### src/rtl/sram_march_bist_ctrl.sv
`default_nettype none
// +--------------------------------------------------------------------------+
// | Module      : sram_march_bist_ctrl                                       |
// | Description : March C- BIST controller for a single-port SRAM macro.     |
// |               Drives the macro's A_BIST_* side one operation per cycle,  |
// |               checks read data one cycle later, and reports pass/fail    |
// |               with the address and element of the first mismatch.        |
// | Option      : BIST_STOP_ON_FAIL_EN - when defined, the first mismatch    |
// |               ends the run at once (DONE on the comparing edge).         |
// | Revision    : 1.0 - initial release                                      |
// +--------------------------------------------------------------------------+
// | Ports                                                                    |
// |   A_CLK         in   clock (same clock as the macro's A_BIST_CLK)        |
// |   A_RST_N       in   asynchronous active-low reset                        |
// |   A_START       in   start request, accepted in IDLE or DONE             |
// |   A_BUSY        out  high while RUN or DRAIN                             |
// |   A_DONE        out  high in DONE (sticky)                               |
// |   A_FAIL        out  sticky mismatch flag                                |
// |   A_FAIL_ADDR   out  address of first mismatch                           |
// |   A_FAIL_ELEM   out  March element (0-5) of first mismatch              |
// |   A_BIST_EN     out  macro mux select (BIST path)                        |
// |   A_BIST_ADDR   out  macro address                                       |
// |   A_BIST_DIN    out  macro write data (all-0 / all-1)                    |
// |   A_BIST_BM     out  macro bit mask (all-1 while busy)                   |
// |   A_BIST_MEN    out  macro enable                                        |
// |   A_BIST_WEN    out  macro write enable                                  |
// |   A_BIST_REN    out  macro read enable                                   |
// |   A_BIST_DOUT   in   macro read data (valid the cycle after a read)      |
// +--------------------------------------------------------------------------+
module sram_march_bist_ctrl #(
  parameter int P_DATA_WIDTH = 24,
  parameter int P_ADDR_WIDTH = 14
) (
  input  logic                    A_CLK,
  input  logic                    A_RST_N,
  input  logic                    A_START,
  output logic                    A_BUSY,
  output logic                    A_DONE,
  output logic                    A_FAIL,
  output logic [P_ADDR_WIDTH-1:0] A_FAIL_ADDR,
  output logic [2:0]              A_FAIL_ELEM,
  output logic                    A_BIST_EN,
  output logic [P_ADDR_WIDTH-1:0] A_BIST_ADDR,
  output logic [P_DATA_WIDTH-1:0] A_BIST_DIN,
  output logic [P_DATA_WIDTH-1:0] A_BIST_BM,
  output logic                    A_BIST_MEN,
  output logic                    A_BIST_WEN,
  output logic                    A_BIST_REN,
  input  logic [P_DATA_WIDTH-1:0] A_BIST_DOUT
);

  typedef enum logic [1:0] {
    S_IDLE  = 2'd0,
    S_RUN   = 2'd1,
    S_DRAIN = 2'd2,
    S_DONE  = 2'd3
  } state_t;

  localparam logic [P_ADDR_WIDTH-1:0] c_addr_max  = '1;
  localparam logic [P_ADDR_WIDTH-1:0] c_addr_one  = {{(P_ADDR_WIDTH-1){1'b0}}, 1'b1};
  localparam logic [2:0]              c_elem_last = 3'd5;

  state_t                  r_state, w_state_nxt;
  // Coordinates of the operation currently presented to the macro
  logic [2:0]              r_elem, w_elem_nxt;
  logic                    r_phase, w_phase_nxt;
  logic [P_ADDR_WIDTH-1:0] r_addr, w_addr_nxt;

  logic                    r_busy, r_done, r_men, r_wen, r_ren;
  logic [P_DATA_WIDTH-1:0] r_din;
  // Read pipeline: one stage matches the macro's one-cycle read latency
  logic                    r_dv, r_dexp;
  logic [P_ADDR_WIDTH-1:0] r_daddr;
  logic [2:0]              r_delem;
  logic                    r_fail;
  logic [P_ADDR_WIDTH-1:0] r_fail_addr;
  logic [2:0]              r_fail_elem;

  logic w_desc, w_last_phase, w_at_term, w_mismatch;
  logic w_issue, w_start_ok, w_flush, w_busy_nxt;
  logic w_nxt_read, w_nxt_write, w_nxt_bit;

  // Phase 0 of E1..E5 is the read; E0 is a single write
  function automatic logic f_is_read(input logic [2:0] elem, input logic phase);
    return (elem != 3'd0) && !phase;
  endfunction

  // Data value of an operation: read-expected or write data bit
  function automatic logic f_data(input logic [2:0] elem, input logic phase);
    logic v;
    v = 1'b0;
    case (elem)
      3'd1, 3'd3: v = phase;   // r0 then w1
      3'd2, 3'd4: v = ~phase;  // r1 then w0
      default:    v = 1'b0;    // E0 w0, E5 r0
    endcase
    return v;
  endfunction

  always_comb begin
    w_desc       = (r_elem == 3'd3) || (r_elem == 3'd4);
    w_last_phase = (r_elem == 3'd0) || (r_elem == c_elem_last) || r_phase;
    w_at_term    = w_desc ? (r_addr == '0) : (r_addr == c_addr_max);
    w_mismatch   = r_dv && (A_BIST_DOUT != {P_DATA_WIDTH{r_dexp}});

    w_state_nxt = r_state;
    w_elem_nxt  = r_elem;
    w_phase_nxt = r_phase;
    w_addr_nxt  = r_addr;
    w_issue     = 1'b0;
    w_start_ok  = 1'b0;
    w_flush     = 1'b0;

    case (r_state)
      S_IDLE, S_DONE: begin
        if (A_START) begin
          w_state_nxt = S_RUN;
          w_elem_nxt  = 3'd0;
          w_phase_nxt = 1'b0;
          w_addr_nxt  = '0;
          w_issue     = 1'b1;
          w_start_ok  = 1'b1;
        end
      end
      S_RUN: begin
        w_issue = 1'b1;
        if (!w_last_phase) begin
          w_phase_nxt = 1'b1;
        end else if (!w_at_term) begin
          w_phase_nxt = 1'b0;
          w_addr_nxt  = w_desc ? (r_addr - c_addr_one) : (r_addr + c_addr_one);
        end else if (r_elem == c_elem_last) begin
          w_state_nxt = S_DRAIN;
          w_issue     = 1'b0;
          w_addr_nxt  = '0;
        end else begin
          // Next element starts with no idle cycle; E3/E4 run downwards
          w_elem_nxt  = r_elem + 3'd1;
          w_phase_nxt = 1'b0;
          w_addr_nxt  = ((r_elem == 3'd2) || (r_elem == 3'd3)) ? c_addr_max : '0;
        end
`ifdef BIST_STOP_ON_FAIL_EN
        if (w_mismatch) begin
          w_state_nxt = S_DONE;
          w_issue     = 1'b0;
          w_addr_nxt  = '0;
          w_flush     = 1'b1;  // discard the read already in flight
        end
`endif
      end
      S_DRAIN: begin
        w_state_nxt = S_DONE;
        w_addr_nxt  = '0;
      end
      default: w_state_nxt = S_IDLE;
    endcase

    w_busy_nxt  = (w_state_nxt == S_RUN) || (w_state_nxt == S_DRAIN);
    w_nxt_read  = w_issue && f_is_read(w_elem_nxt, w_phase_nxt);
    w_nxt_write = w_issue && !f_is_read(w_elem_nxt, w_phase_nxt);
    w_nxt_bit   = w_nxt_write && f_data(w_elem_nxt, w_phase_nxt);
  end

  always_ff @(posedge A_CLK or negedge A_RST_N) begin
    if (!A_RST_N) begin
      r_state <= S_IDLE;
    end else begin
      r_state <= w_state_nxt;
    end
  end

  always_ff @(posedge A_CLK or negedge A_RST_N) begin
    if (!A_RST_N) begin
      r_elem      <= 3'd0;
      r_phase     <= 1'b0;
      r_addr      <= '0;
      r_busy      <= 1'b0;
      r_done      <= 1'b0;
      r_men       <= 1'b0;
      r_wen       <= 1'b0;
      r_ren       <= 1'b0;
      r_din       <= '0;
      r_dv        <= 1'b0;
      r_dexp      <= 1'b0;
      r_daddr     <= '0;
      r_delem     <= 3'd0;
      r_fail      <= 1'b0;
      r_fail_addr <= '0;
      r_fail_elem <= 3'd0;
    end else begin
      r_elem  <= w_elem_nxt;
      r_phase <= w_phase_nxt;
      r_addr  <= w_addr_nxt;
      r_busy  <= w_busy_nxt;
      r_done  <= (w_state_nxt == S_DONE);
      r_men   <= w_issue;
      r_wen   <= w_nxt_write;
      r_ren   <= w_nxt_read;
      r_din   <= {P_DATA_WIDTH{w_nxt_bit}};

      r_dv    <= r_ren && !w_flush;
      r_dexp  <= f_data(r_elem, r_phase);
      r_daddr <= r_addr;
      r_delem <= r_elem;

      if (w_start_ok) begin
        r_fail      <= 1'b0;
        r_fail_addr <= '0;
        r_fail_elem <= 3'd0;
      end else if (w_mismatch) begin
        r_fail <= 1'b1;
        if (!r_fail) begin
          r_fail_addr <= r_daddr;
          r_fail_elem <= r_delem;
        end
      end
    end
  end

  assign A_BUSY      = r_busy;
  assign A_DONE      = r_done;
  assign A_FAIL      = r_fail;
  assign A_FAIL_ADDR = r_fail_addr;
  assign A_FAIL_ELEM = r_fail_elem;
  assign A_BIST_EN   = r_busy;
  assign A_BIST_ADDR = r_addr;
  assign A_BIST_DIN  = r_din;
  assign A_BIST_BM   = {P_DATA_WIDTH{r_busy}};
  assign A_BIST_MEN  = r_men;
  assign A_BIST_WEN  = r_wen;
  assign A_BIST_REN  = r_ren;

endmodule
`default_nettype wire
### config.mk
export PLATFORM = sky130hd
export DESIGN_NAME = sram_march_bist_ctrl
export DESIGN_NICKNAME = d
export VERILOG_FILES = /design/src/rtl/sram_march_bist_ctrl.sv
export SDC_FILE = /design/constraint.sdc
export NUM_CORES = 1
export LEC_CHECK = 0
export CAP_MARGIN = 10
export CORE_MARGIN = 1.5
export CORE_UTILIZATION = 53
export CTS_BUF_LIST = sky130_fd_sc_hd__clkbuf_4
export DETAILED_ROUTE_END_ITERATION = 8
export HOLD_SLACK_MARGIN = 0.1
export PLACE_DENSITY = 0.91
export SYNTH_ARGS = -nofsm -noshare
export SYNTH_HDL_FRONTEND = slang
export SYNTH_SLANG_ARGS = --single-unit
### constraint.sdc
create_clock -name A_CLK -period 7.5 [get_ports A_CLK]
set_input_delay 1.5 -clock A_CLK [delete_from_list [all_inputs] [get_ports A_CLK]]
set_output_delay 1.5 -clock A_CLK [all_outputs]
set_load 0.005 [all_outputs]
# After elaboration in Yosys (flattened, before gate mapping)
# Cells that the tools add are included.
# Widths: inputs -> output; s select.
# totals
output_inout_bits	86
input_bits	27
n_memories	0
ramBits	0
romBits	0
regBits	63
wordCells	105
latch_bits	0
# classes
n_lt_le_gt_ge	0
muxes	39
n_div	0
reduce_logical	24
eq_ne	20
shift	0
n_mul	0
n_addsub	3
bitwise_logic	2
# op_table
operator	count
$mux 14	9
$pmux 14 s3	1
$ne 24x24->1	1
$mux 3	7
$add 14x1->14 const B	1
$eq 14x14->1 const B	1
$logic_not 14->1	1
$sub 14x1->14 const B	1
$eq 3x2->1 const B	4
$mux 1	12
$reduce_or 2->1	5
$eq 3x3->1 const B	3
$eq 2x2->1 const B	4
$mux 2	4
$pmux 1 s2	4
$eq 3x1->1 const B	2
$pmux 2 s3	1
$pmux 3 s2	1
$logic_and 1x1->1	5
$logic_or 1x1->1	5
$eq 2x1->1 const B	2
$ne 2x2->1 const B	2
$reduce_and 2->1	2
$add 3x1->3 const B	1
other kinds (7)	9

# Longest topological paths before layout
# Gate-level depths: netlist (run 1).
# logic_depth
word_depth	11
depth_mapped	13
mapped_depth_nobuf	13

# Worst setup path before layout (run 1)
# Ideal clock, no wire load.
# synth_path
kind	input-to-reg
from	input port A_BIST_DOUT[4]
to	register r_fail_addr[0] (netlist: A_FAIL_ADDR[0])
arrival_ns	2.776
setup_ns	0.132
cell_stages	7
n_path_buf	1
setup_slack_ns	4.592
required_time_ns	7.368
path_cell_list	nor4_1 -> a31oi_1 -> o31ai_1 -> nor2_2 -> buf_2 -> mux2i_1 -> nor2_1
# synth_between
elab_chain_len	4
# synth_lines
item	line_no	rtl
start: declaration	49	input logic [P_DATA_WIDTH-1:0] A_BIST_DOUT
$ne 24x24->1	104	w_mismatch = r_dv && (A_BIST_DOUT != {P_DATA_WIDTH{r_dexp}});
$logic_and 1x1->1	104	
$reduce_bool 2->1 (no source line)	n/a	
$reduce_and 2->1 (no source line)	n/a	
end signal: assignment	213	r_fail_addr <= r_daddr;
end: declaration	76	logic [P_ADDR_WIDTH-1:0] r_fail_addr;
# Every way passes these cells.
# A chain may end at the register's enable or synchronous reset.

# Worst setup path after layout (run 1)
# layout_path
from	register r_elem[0]
to	register r_addr[10] (netlist: A_BIST_ADDR[10])
# layout_between
elab_chain_len	7
elab_cells_between_ends	18
classes_between	eq/ne: 5; mux: 7; reduce/logical: 6
# layout_lines
item	line_no	rtl
start: declaration	65	logic [2:0] r_elem, w_elem_nxt;
start signal: assignment	191	r_elem <= w_elem_nxt;
$eq 3x2->1, on equally long branches	140, 101	
$logic_or 1x1->1	140	w_addr_nxt = ((r_elem == 3'd2) || (r_elem == 3'd3)) ? c_addr_max : '0;
$mux 14	140	
$mux 14	132	end else if (r_elem == c_elem_last) begin
$mux 14	129	end else if (!w_at_term) begin
$mux 14	127	if (!w_last_phase) begin
$pmux 14 s3	114	case (r_state)
end signal: assignment	193	r_addr <= w_addr_nxt;
end: declaration	67	logic [P_ADDR_WIDTH-1:0] r_addr, w_addr_nxt;
# Parallel ways exist; a longest one is shown, timed or not. The select of a mux whose other input is x is not followed.

==> results by stage, run 1 <==
Outcome:
- The run finished with clean final reports.

Pwr:
- Power spread over the standard cell area amounts to 118 nW/um2.
- For this design the static power due to leakage is 2.10 nW.
- The worst supply voltage drop on vdd is 0.0688 mV.

Worst setup path:
- The worst setup path is of the register to register kind.
- STA classifies the critical path endpoint as a register.
- The critical register-to-register path startpoint is r_elem[0]$_DFF_PN0_.
- For the worst flop-to-flop path, the logic depth is 12.
- The required time at the endpoint of the critical path is roughly 7.8 ns.
- The beginning of the critical path is r_elem[0]$_DFF_PN0_.
- STA classifies the critical path startpoint as a register.
- The critical register-to-register path endpoint is A_BIST_ADDR[10]$_DFFE_PN0P_.
- Data on the critical path arrives at its endpoint at 3.67 ns.
- The slack of the worst reg-to-reg path is 4.12 ns.
- Following the worst setup path forward leads to its endpoint at A_BIST_ADDR[10]$_DFFE_PN0P_.
- In this run the worst path has a maximum fanout of 15.

Cells and area:
- The fraction of layout cells with a size suffix above 1 is 0.0788.
- The growth of design area from synthesis to finish is 24.6%.
- The net count reported at finish is 500.
- The library cells used most frequently in the layout, excluding fill and tap cells, are clkdlybuf4s50_1 (111), dfrtp_1 (63), nand2_1 (33), nor2_1 (33), ha_1 (20).
- The number of standard cells in the final layout excluding fillers is 553.
- Leaving out fill and tap cells, the most frequent cell in the layout is clkdlybuf4s50_1.
- The number of antenna diodes in the final layout is 0.
- The area of all placed cells without fillers is 4700 um2.

STA:
- The number of max-slew violations in the final report is 0.
- Headroom to the max-slew limit came out at 0.277.
- Setup repair after global routing left no endpoint under its margin.
- The post-route clock skew is 0.0120 ns.
- The number of failing setup endpoints in the final timing report is 0.
- The total count of hold-check failures in the final report came to 0.
- Adding up every negative setup slack in the final design gives 0 ns.
- The post-route minimum period is between 3 and 4 ns.
- The maximum achievable frequency is 0.296 GHz.
- At the pin with the least slew margin, the transition time is 1.08 ns.
- The ratio of final minimum period to clock period is 0.451.

Global route:
- After global routing the overflow that remains totals 0.
- The number of global-route vias before repair came to 2837.
- The largest net degree at the start of global routing is 64.
- The overall track demand over capacity in global routing is 0.223.
- The first global-routing pass estimated around 13 mm of wire.
- The number of antenna violations at the first check in global routing came to 0.

Die:
- The top-level I/O count is between 100 and 150.
- The initial standard-cell utilization of the core is 0.552.
- The die span in y is 87.4 um.
- The core outline area is 6830 um2.
- The die covers 7630 um2.
- From left edge to right edge, the die measures roughly 87 um.
- The number of core rows is 30.

CTS:
- The number of setup buffers added after CTS is 0.
- Gates resized during post-CTS repair numbered 0.
- The clock insertion delay at the later pin of the skew report is 0.40 ns.
- The CTS tree is yes.
- The clock root buffer master is clkbuf_4.
- The number of clock sinks seen by CTS is 63.
- No sink is reached through more buffers than the 2 on the longest clock path.
- The number of H-tree levels is 3.
- TritonCTS created 9 clock buffers.
- The cts-stage hold buffer count is 0.
- The post-CTS clock slew at the launch and capture registers of the worst setup and hold paths is 0.10 ns.

Routing:
- The routed wire length is between 8 and 9 mm.
- The detailed-routing iteration count for the pre-antenna-repair pass is 5.
- The first-iteration detailed-routing DRC count is 162.
- The detailed-route vias per instance is approximately 5.5.
- The DRC violation count after routing is 0.
- The remaining antenna violation count after routing is 0.
- Across all layers, the routed design uses ~3000 vias.
- The final routed wire length divided by cell count is 15.2 um.

Logic synthesis:
- The register area share after synthesis is 0.418.
- Counting flops and latches in the post-synthesis netlist gives 63.
- The async set or reset register ratio after synthesis is 1.00.
- The number of warnings reported in the yosys synthesis log is 0.
- In this run, distinct cell masters in the synthesized netlist total slightly above 60.
- After synthesis the cells add up to 3770 um2.
- In the synthesized netlist the dominant register cell turns out to be dfrtp_1.
- Counting every instance in the synthesized netlist gives between 300 and 400.
- The count of flip-flops with a built-in enable after synthesis is 0.
- Dividing the synthesized area by the synthesized cell count gives 9.85 um2.
- Counting every net in the synthesized netlist gives 431.

Placement:
- The final weighted congestion in routability-driven placement is between 0.8 and 0.9.
- Detailed placement finished with a half-perimeter wire length of 6.29 mm.
- The placed instance count is 537.
- Summing all placed instances gives a cell area of around 4600 um2.
- The count of input and output buffers is 112.

Min path:
- The worst hold path begins at A_BIST_REN$_DFF_PN0_.
- The class of the most critical hold timing path is register to register.
- Along the worst hold path, the cell count comes to 0.

Run:
- Max-cap violations in this run came to 0.
## power by group
part           internal (W)  switching, W  leakage [nW]
clock network     0.0000677      0.000124        0.0595
logic             0.0000131     0.0000107          1.21
registers          0.000339             0         0.822
total              0.000420      0.000135          2.10
## sequential cells by signal, summed over array words and instances (netlist names), 2 cells and up
signal and cells:
A_FAIL_ADDR 14, r_delem 3, r_state 2, A_BIST_ADDR 14, A_FAIL_ELEM 3, r_daddr 14, r_elem 3
## critical path, cell delays in order (launching register included)
cell	delay (ns)
dfrtp_1	0.45
ha_1	0.22
inv_1	0.08
o21ai_4	0.45
inv_1	0.18
fa_1	0.45
nor2b_1	0.15
o21ai_0	0.12
a21boi_0	0.38
o211ai_1	0.22
a21oi_1	0.28
o2111a_1	0.24
nor3_1	0.05
## layer usage
metal,up-vias,routed length (um),part of all wire,track usage
met5,-,0,0,0
met3,19,508,0.060,0.0474
met1,1435,3580,0.43,0.283
met2,123,4140,0.49,0.373
met4,0,183,0.022,0.0823
li1,1457,-,-,-
## kinds of logic after synthesis
| family | after synthesis | share of synthesized area |
|---|---|---|
| and+or+nand+nor | 128 | 0.168 |
| AOI/OAI and AO/OA | 73 | 0.140 |
| buffers and inverters | 73 | 0.134 |
| DFF | 63 | 0.418 |
| adders and majority gates | 21 | 0.0716 |
| muxes | 20 | 0.0567 |
| xor gates and xnor gates | 5 | 0.0116 |
## cells in the mapped netlist, drive strengths merged, types with 4 or more instances
cell type,count,area (um2)
o21ai,18,101
dfrtp,63,1580
nand4,8,50.1
nand3,9,45.0
nand2,34,130
inv,17,63.8
clkbuf,4,25.0
mux2i,19,203
ha,20,250
xnor2,4,35.0
a21oi,17,85.1
o211ai,4,30.0
nor2,34,130
a211o,4,37.5
nand2b,4,25.0
or3,6,38.8
nor4,6,37.5
buf,51,384
a31oi,7,58.8
nor3,12,60.1
## worst min-delay path by stage
stage                                       to  slack, ns
after global routing            r_dv$_DFF_PN0_       0.42
after global placement          r_dv$_DFF_PN0_       0.37
after detailed placement        r_dv$_DFF_PN0_       0.37
final                           r_dv$_DFF_PN0_       0.40
after CTS                       r_dv$_DFF_PN0_       0.40
after floorplan           r_delem[2]$_DFF_PN0_       0.37
## final cells by class
cell class / instances / area, um2
repair buffers: 114 / 1130
fillers: 503 / 2130
multi-input cells: 247 / 1690
flip-flops and latches: 63 / 1580
well taps: 96 / 120
clock inverters: 7 / 50.0
clock buffers: 9 / 67.6
inverters: 17 / 63.8
## metrics by stage
stage | power, W | hold WS, ns | worst slack (ns) | util
after global placement | 0.000369 | 0.369 | 3.81 | 0.671
final | 0.000555 | 0.402 | 4.12 | 0.688
after CTS | 0.000561 | 0.399 | 4.10 | 0.688
after global routing | 0.000578 | 0.424 | 3.92 | 0.688
after floorplan | 0.000348 | 0.369 | 4.59 | -
after detailed placement | 0.000370 | 0.368 | 3.76 | 0.671
(Power assumes the default switching activity.)
==> run 2, diff against run 1 <==
CORE_UTILIZATION = 44   (was 53)
PLACE_DENSITY = 0.8   (was 0.91)
clock period = 2.8 ns   (was 7.5 ns; I/O delays follow)
==> results by stage, run 2 (same netlist as run 1, synthesis figures left out) <==
Global route:
- Global routing finished with a remaining overflow of 0.
- The number of antenna violations at the first check in global routing is 0.
- The number of global-route vias before repair is 2897.
- For this run, the total global-route usage over all layers was measured as 0.196.
- Entering global routing, the biggest net connects 35 pins.
- The first global-routing pass estimated 13.7 mm of wire.

Worst setup path:
- The worst register-to-register path begins at r_elem[0]$_DFF_PN0_.
- The required time at the endpoint of the critical path is between 3 and 4 ns.
- The maximum net fanout on the critical path is 6.
- STA classifies the critical path startpoint as a register.
- The critical path goes through ha_2 -> inv_2 -> o21ai_4 -> buf_6 -> ha_4 -> or3_1 -> o21ai_2 -> a211o_1 -> nand4_1 -> and3_4 -> or3_1 -> o311ai_1.
- On the worst path, the slowest cell contributes a delay of 0.47 ns.
- The slowest cell on the critical path is dfrtp_1.
- The combined buffer and inverter count along the critical path is 2.
- The critical path class is register to register.
- The top cell family by delay on the critical path is simple AND/OR/NAND/NOR gates.
- For the worst setup path, the data arrival time is between 3 and 4 ns.
- The critical path starts at r_elem[0]$_DFF_PN0_.
- The dominant cell type by count on the critical path is or3_1.
- The kind of end point of the critical path is a register.

STA:
- In the finished design, the share of the clock period the worst path needs comes to 1.02.
- The total count of hold-check failures in the final report is 0.
- The number of max-slew violations in the final report is 0.
- Adding up every negative setup slack in the final design gives -0.161 ns.
- The worst slew margin relative to its limit is 0.278.
- The worst setup margin is -0.0634 ns.
- The worst path in the final design needs a cycle of about 2.9 ns, including I/O delays and setup.
- The post-route clock skew is 0.0118 ns.
- For the pin with the worst max-slew slack, the measured transition is 1.08 ns.
- The number of failing setup endpoints in the final timing report is 4.
- Derived from the worst setup path, the maximum achievable clock frequency is about 0.35 GHz.
- Setup repair after global routing could not meet its margin everywhere.

Die:
- The die is 95.6 um wide.
- The total area inside the core boundary comes to 8260 um2.
- The die span in y is between 90 and 100 um.
- In this run the core area contains 33 standard-cell rows.
- The die area is 9140 um2.
- The initial standard-cell utilization of the core is 0.457.
- The top-level I/O count is 113.

Routing:
- The count of vias placed by the detailed router is 3156.
- The routed wire length is 9.12 mm.
- The first-iteration detailed-routing DRC count is 231.
- The detailed-routing iteration count for the pre-antenna-repair pass is 5.
- The remaining antenna violation count after routing is 0.
- The detailed-route vias per instance is 5.37.
- The DRC violation count after routing is 0.
- In the final routed layout, each cell accounts on average for 15.5 um.

CTS:
- The CTS tree is yes.
- In this run the number of H-tree levels came out at 3.
- The tree built by TritonCTS fans out to between 60 and 70 sinks.
- The clock root buffer master is clkbuf_4.
- The number of hold buffers added after CTS was 0.
- The number of buffers created by CTS is 9.
- Clock latency on the worst-skew pair, taken at its later pin, is 0.42 ns.
- After clock tree synthesis, the clock-pin slew on the worst setup and hold paths is 0.11 ns.
- The maximum buffer depth of the clock tree is 2.

Cells and area:
- The most frequent standard cell in the layout excluding fill and tap cells is clkdlybuf4s50_1.
- The final-layout fill cell count is 655.
- In the final design database the tool counted about 530 nets.
- The fraction of layout cells with a size suffix above 1 is 0.186.
- The repair_antennas step left the layout with diodes totalling 0.
- The multi-input logic area is roughly 1800 um2.
- From synthesis to final layout, the design area changed by 35.7%.
- Once layout is complete, the cells apart from fillers number around 590.
- The library cells used most frequently in the layout, excluding fill and tap cells, are clkdlybuf4s50_1 (111), dfrtp_1 (63), nor2_1 (33), nand2_1 (32), buf_4 (22).
- The area occupied by registers is 1580 um2.

Outcome:
- The final reports fail on setup timing.
- The flow ran to the end, but the final reports show violations.

Placement:
- The placed instance count is 560.
- The placed wire-length estimate is 6.48 mm.
- Routability-driven placement finished with a final weighted congestion of around 0.9.
- The count of buffers added on input and output ports is 112.
- The post-placement setup slack is -0.0526 ns.

Pwr:
- Of the total power, registers draw 0.571.
- The clock share of power is 0.387.
- Of the total power, the share spent switching nets is 0.234.
- Summed over all cells, the static leakage comes to 2.25 nW.
- Internal power comes to roughly 0.0012 W.
- The worst-case IR drop observed on VDD is 0.169 mV.
- The total chip power is 0.00159 W.
- The power density over the cells is 311 nW/um2.
- The share of total power dissipated in combinational logic is 0.042.
- The net switching power of the design is approximately 0.00037 W.

Run:
- The number of maximum-capacitance constraint violations is 0.

Min path:
- In this run the worst hold path is classified as input port to async pin.
==> run 2: timing repair <==
item,in CTS,in global routing
resized for setup,11,32
hold endpoints to repair,0,0
endpoints found under the setup margin,3,6
buffers inserted,10,2
pin swaps,4,14
==> run 2: layer usage <==
layer / global-route usage / part of all wire / up-vias
met5: 0 / 0 / -
met4: 0.0919 / 0.022 / 0
met3: 0.0478 / 0.060 / 15
met2: 0.320 / 0.50 / 116
met1: 0.242 / 0.42 / 1518
li1: - / - / 1507
==> run 2: final cells by class <==
cell class,count,share of cell area
multi-input combinational,247,0.361
sequential,63,0.308
timing repair buffer,140,0.265
tap,105,0.0257
clock inverter,7,0.0144
clock buffer,9,0.0132
inverter,17,0.0125
==> run 2: final timing paths <==
| path | depth (start not counted) | endpoint | slack (ns) |
|---|---|---|---|
| hold reg to reg | 0 | r_dv$_DFF_PN0_ | 0.38 |
| hold / removal | 1 | A_FAIL_ADDR[3]$_DFFE_PN0P_ | 0.17 |
| setup / recovery | 12 | A_BIST_ADDR[13]$_DFFE_PN0P_ | -0.06 |
| setup reg to reg | 12 | A_BIST_ADDR[13]$_DFFE_PN0P_ | -0.06 |
| min in group A_CLK | 0 | r_dv$_DFF_PN0_ | 0.38 |
| max in group asynchronous | 2 | A_FAIL_ELEM[1]$_DFFE_PN0P_ | 1.99 |
==> run 2: power groups by stage <==
stage	clock, W	combinational [W]	sequential, W
after CTS	0.000631	0.0000674	0.000909
after floorplan	0	0.00000509	0.000927
after global placement	0	0.0000660	0.000927
after global routing	0.000670	0.0000743	0.000910
after detailed placement	0	0.0000673	0.000927
final	0.000617	0.0000663	0.000909
==> run 2: stage by stage <==
stage	utilization	hold slack, ns	cell area [um2]
2_1_floorplan	-	0.264	3770
3_3_place_gp	0.570	0.364	4710
3_5_place_dp	0.570	0.364	4710
4_1_cts	0.598	0.170	4940
5_1_grt	0.620	0.203	5120
6_report	0.620	0.172	5120
==> run 3, diff against run 2 <==
CORE_MARGIN = not set   (was 1.5)
==> results by stage, run 3 (same netlist as run 1, synthesis figures left out) <==
Routing:
- The detailed-routing iteration count for the pre-antenna-repair pass is 5.
- The remaining antenna violation count after routing is 0.
- The routed wire length is 9.21 mm.
- The count of vias placed by the detailed router is roughly 3200.
- The detailed-route vias per instance is around 5.5.
- After the first detailed-routing iteration, the DRC count stood at 184.
- Dividing the detail-routed wire length by the instance count gives 15.7 um.
- The DRC violation count after routing is 0.

Die:
- The floorplan has 33 rows.
- For this design the top-level I/O count stands at 113.
- The die covers 8950 um2.
- The initial utilization of the core area, before any placement, comes to 0.457.
- The overall die width is 94.6 um.
- The floorplan step set the die height to 94.6 um.
- The total area inside the core boundary comes to 8260 um2.

Pwr:
- In this run the power density over the cells is 333 nW/um2.
- Of the total power, combinational logic draws 0.040.
- Of the total power, the share spent switching nets is 0.225.
- The power share of the sequential group is 0.537.
- The share of total power dissipated in the clock network is 0.423.
- The total chip power is 0.00169 W.
- Summed over all nets, the switching power comes to 0.000380 W.
- Across the VDD grid, the largest voltage drop is 0.186 mV.
- For this design the static power due to leakage is between 2 and 2.5 nW.
- The internal power of the cells totals between 0.001 and 0.0015 W.

STA:
- The number of max-slew violations in the final report is 0.
- Setup repair after global routing could not meet its margin everywhere.
- The post-route clock skew is 0.0165 ns.
- The worst slew margin relative to its limit is 0.271.
- The maximum achievable frequency is 0.362 GHz.
- Across all setup checks in the final design, the least slack found is 0.0408 ns.
- The number of failing setup endpoints in the final timing report is 0.
- In the finished design, the share of the clock period the worst path needs comes to 0.985.
- The post-route minimum period is 2.76 ns.
- For the pin with the worst max-slew slack, the measured transition is 1.09 ns.
- Final hold analysis gives a worst-case slack of 0.137 ns.
- The total count of hold-check failures in the final report came to 0.

Worst setup path:
- The arrival time of data at the critical path endpoint is 3.04 ns.
- Of all nets on the critical path, the largest fanout is 7.
- The startpoint identified for the worst register-to-register timing path is r_elem[0]$_DFF_PN0_.
- The worst register-to-register path has a setup slack of 0.04 ns.
- The kind of end point of the critical path is a register.
- The required time at the endpoint of the critical path is 3.08 ns.
- The critical path class is register to register.
- The worst setup path is launched from a register.
- In this run the critical register-to-register path is captured at A_BIST_ADDR[11]$_DFFE_PN0P_.
- The length in cells of the worst reg-to-reg path is 14.

Cells and area:
- Leaving out fill and tap cells, the most frequent cell in the layout is clkdlybuf4s50_1.
- The fraction of layout cells with a size suffix above 1 is 0.172.
- The antenna diode instance count is 0.
- The top cell types in the final layout, fill and taps aside, are clkdlybuf4s50_1 (111), dfrtp_1 (63), nor2_1 (33), nand2_1 (31), buf_4 (25).
- The final-layout fill cell count is between 600 and 700.
- From synthesis to final layout, the design area changed by 34.7%.
- After the last flow step, the layout net total stands at 526.

Global route:
- The overall overflow remaining after global route is 0.
- The number of global-route vias before repair is 3011.
- The number of antenna violations at the first check in global routing is 0.
- The wire length of the first global-routing pass is roughly 14 mm.
- Entering global routing, the biggest net connects 39 pins.
- The overall track demand over capacity in global routing is 0.209.

CTS:
- The post-CTS clock slew at the launch and capture registers of the worst setup and hold paths is 0.12 ns.
- Buffers inserted during clock tree synthesis total 9.
- The clock tree synthesis step divided the H-tree into 3 levels.
- The clock insertion delay at the later pin of the skew report is between 0.4 and 0.5 ns.
- The clock root buffer master is clkbuf_4.
- Counting along the longest clock path gives a buffer depth of 2.
- The CTS tree is yes.
- The number of clock sinks seen by CTS is 63.
- The cts-stage hold buffer count is 0.

Placement:
- After legalization and detailed placement, the total HPWL measured between 6 and 7 mm.
- The count of buffers added on input and output ports is 112.
- Prior to clock tree synthesis, the placed netlist has a worst setup slack of -0.0421 ns.
- The final weighted congestion in routability-driven placement is 0.943.

Outcome:
- The flow ran to the end, and the final reports show no timing, DRC or antenna violations.

Run:
- Max-cap violations in this run came to 0.

Min path:
- The class of the most critical hold timing path is input port to async pin.
run 3: stage by stage:
step	TNS (ns)	cell area (um2)	std cells	util
floorplan	0	3770	383	-
global placement	0	4760	566	0.576
detailed placement	-0.135	4760	566	0.576
CTS	0	4930	583	0.597
global route	-0.376	5080	588	0.615
finish	0	5080	588	0.615
run 3: area by class of cell:
cell class                      instances  area, um2  area share
Tap cell                              105        131      0.0259
Inverter                               17       63.8      0.0126
Sequential cell                        63       1580       0.310
Multi-Input combinational cell        247       1790       0.352
Clock inverter                          7       95.1      0.0187
Timing Repair Buffer                  140       1360       0.267
Clock buffer                            9       67.6      0.0133
run 3: worst max-delay path by stage:
stage	slack [ns]	start	end	cells after the start
3_3_place_gp	0.07	r_elem[1]$_DFF_PN0_	A_BIST_ADDR[13]$_DFFE_PN0P_	11
3_5_place_dp	-0.04	r_elem[0]$_DFF_PN0_	A_BIST_ADDR[8]$_DFFE_PN0P_	12
2_1_floorplan	0.07	r_elem[0]$_DFF_PN0_	A_BIST_ADDR[13]$_DFFE_PN0P_	11
4_1_cts	0.0006	r_elem[1]$_DFF_PN0_	A_BIST_ADDR[13]$_DFFE_PN0P_	11
5_1_grt	-0.12	r_elem[0]$_DFF_PN0_	A_BIST_ADDR[8]$_DFFE_PN0P_	14
6_report	0.04	r_elem[0]$_DFF_PN0_	A_BIST_ADDR[11]$_DFFE_PN0P_	14
run 3: what timing repair did:
| action | 4_1_cts | 5_1_grt |
|---|---|---|
| cloned | 0 | 0 |
| buffers inserted | 1 | 5 |
| pin swaps | 2 | 12 |
| hold endpoints to repair | 0 | 0 |
| setup endpoints to repair | 4 | 7 |
| gates resized for setup | 4 | 23 |
run 3: worst max-delay path, cell delays in order, from the launching register on:
cell and delay (ns):
dfrtp_1 0.43, inv_2 0.06, ha_2 0.19, nand2_2 0.09, o21ai_4 0.08, buf_12 0.15, buf_4 0.14, ha_1 0.20
or3_1 0.36, o21ai_2 0.10, a211o_1 0.19, nand3_1 0.09, o211ai_1 0.12, xnor2_1 0.11, a221o_1 0.32
run 3: power groups by stage:
stage | clock [W] | combinational (W) | sequential, W
after floorplan | 0 | 0.00000509 | 0.000927
after global placement | 0 | 0.0000659 | 0.000927
after detailed placement | 0 | 0.0000685 | 0.000927
after CTS | 0.000735 | 0.0000694 | 0.000909
after global routing | 0.000771 | 0.0000750 | 0.000910
final | 0.000715 | 0.0000677 | 0.000909
run 3: layer usage:
layer	part of all wire	global-route usage	up-vias
met5	0	0	-
met4	0.015	0.0896	0
met3	0.064	0.0411	14
met2	0.52	0.353	148
met1	0.41	0.259	1548
li1	-	-	1510
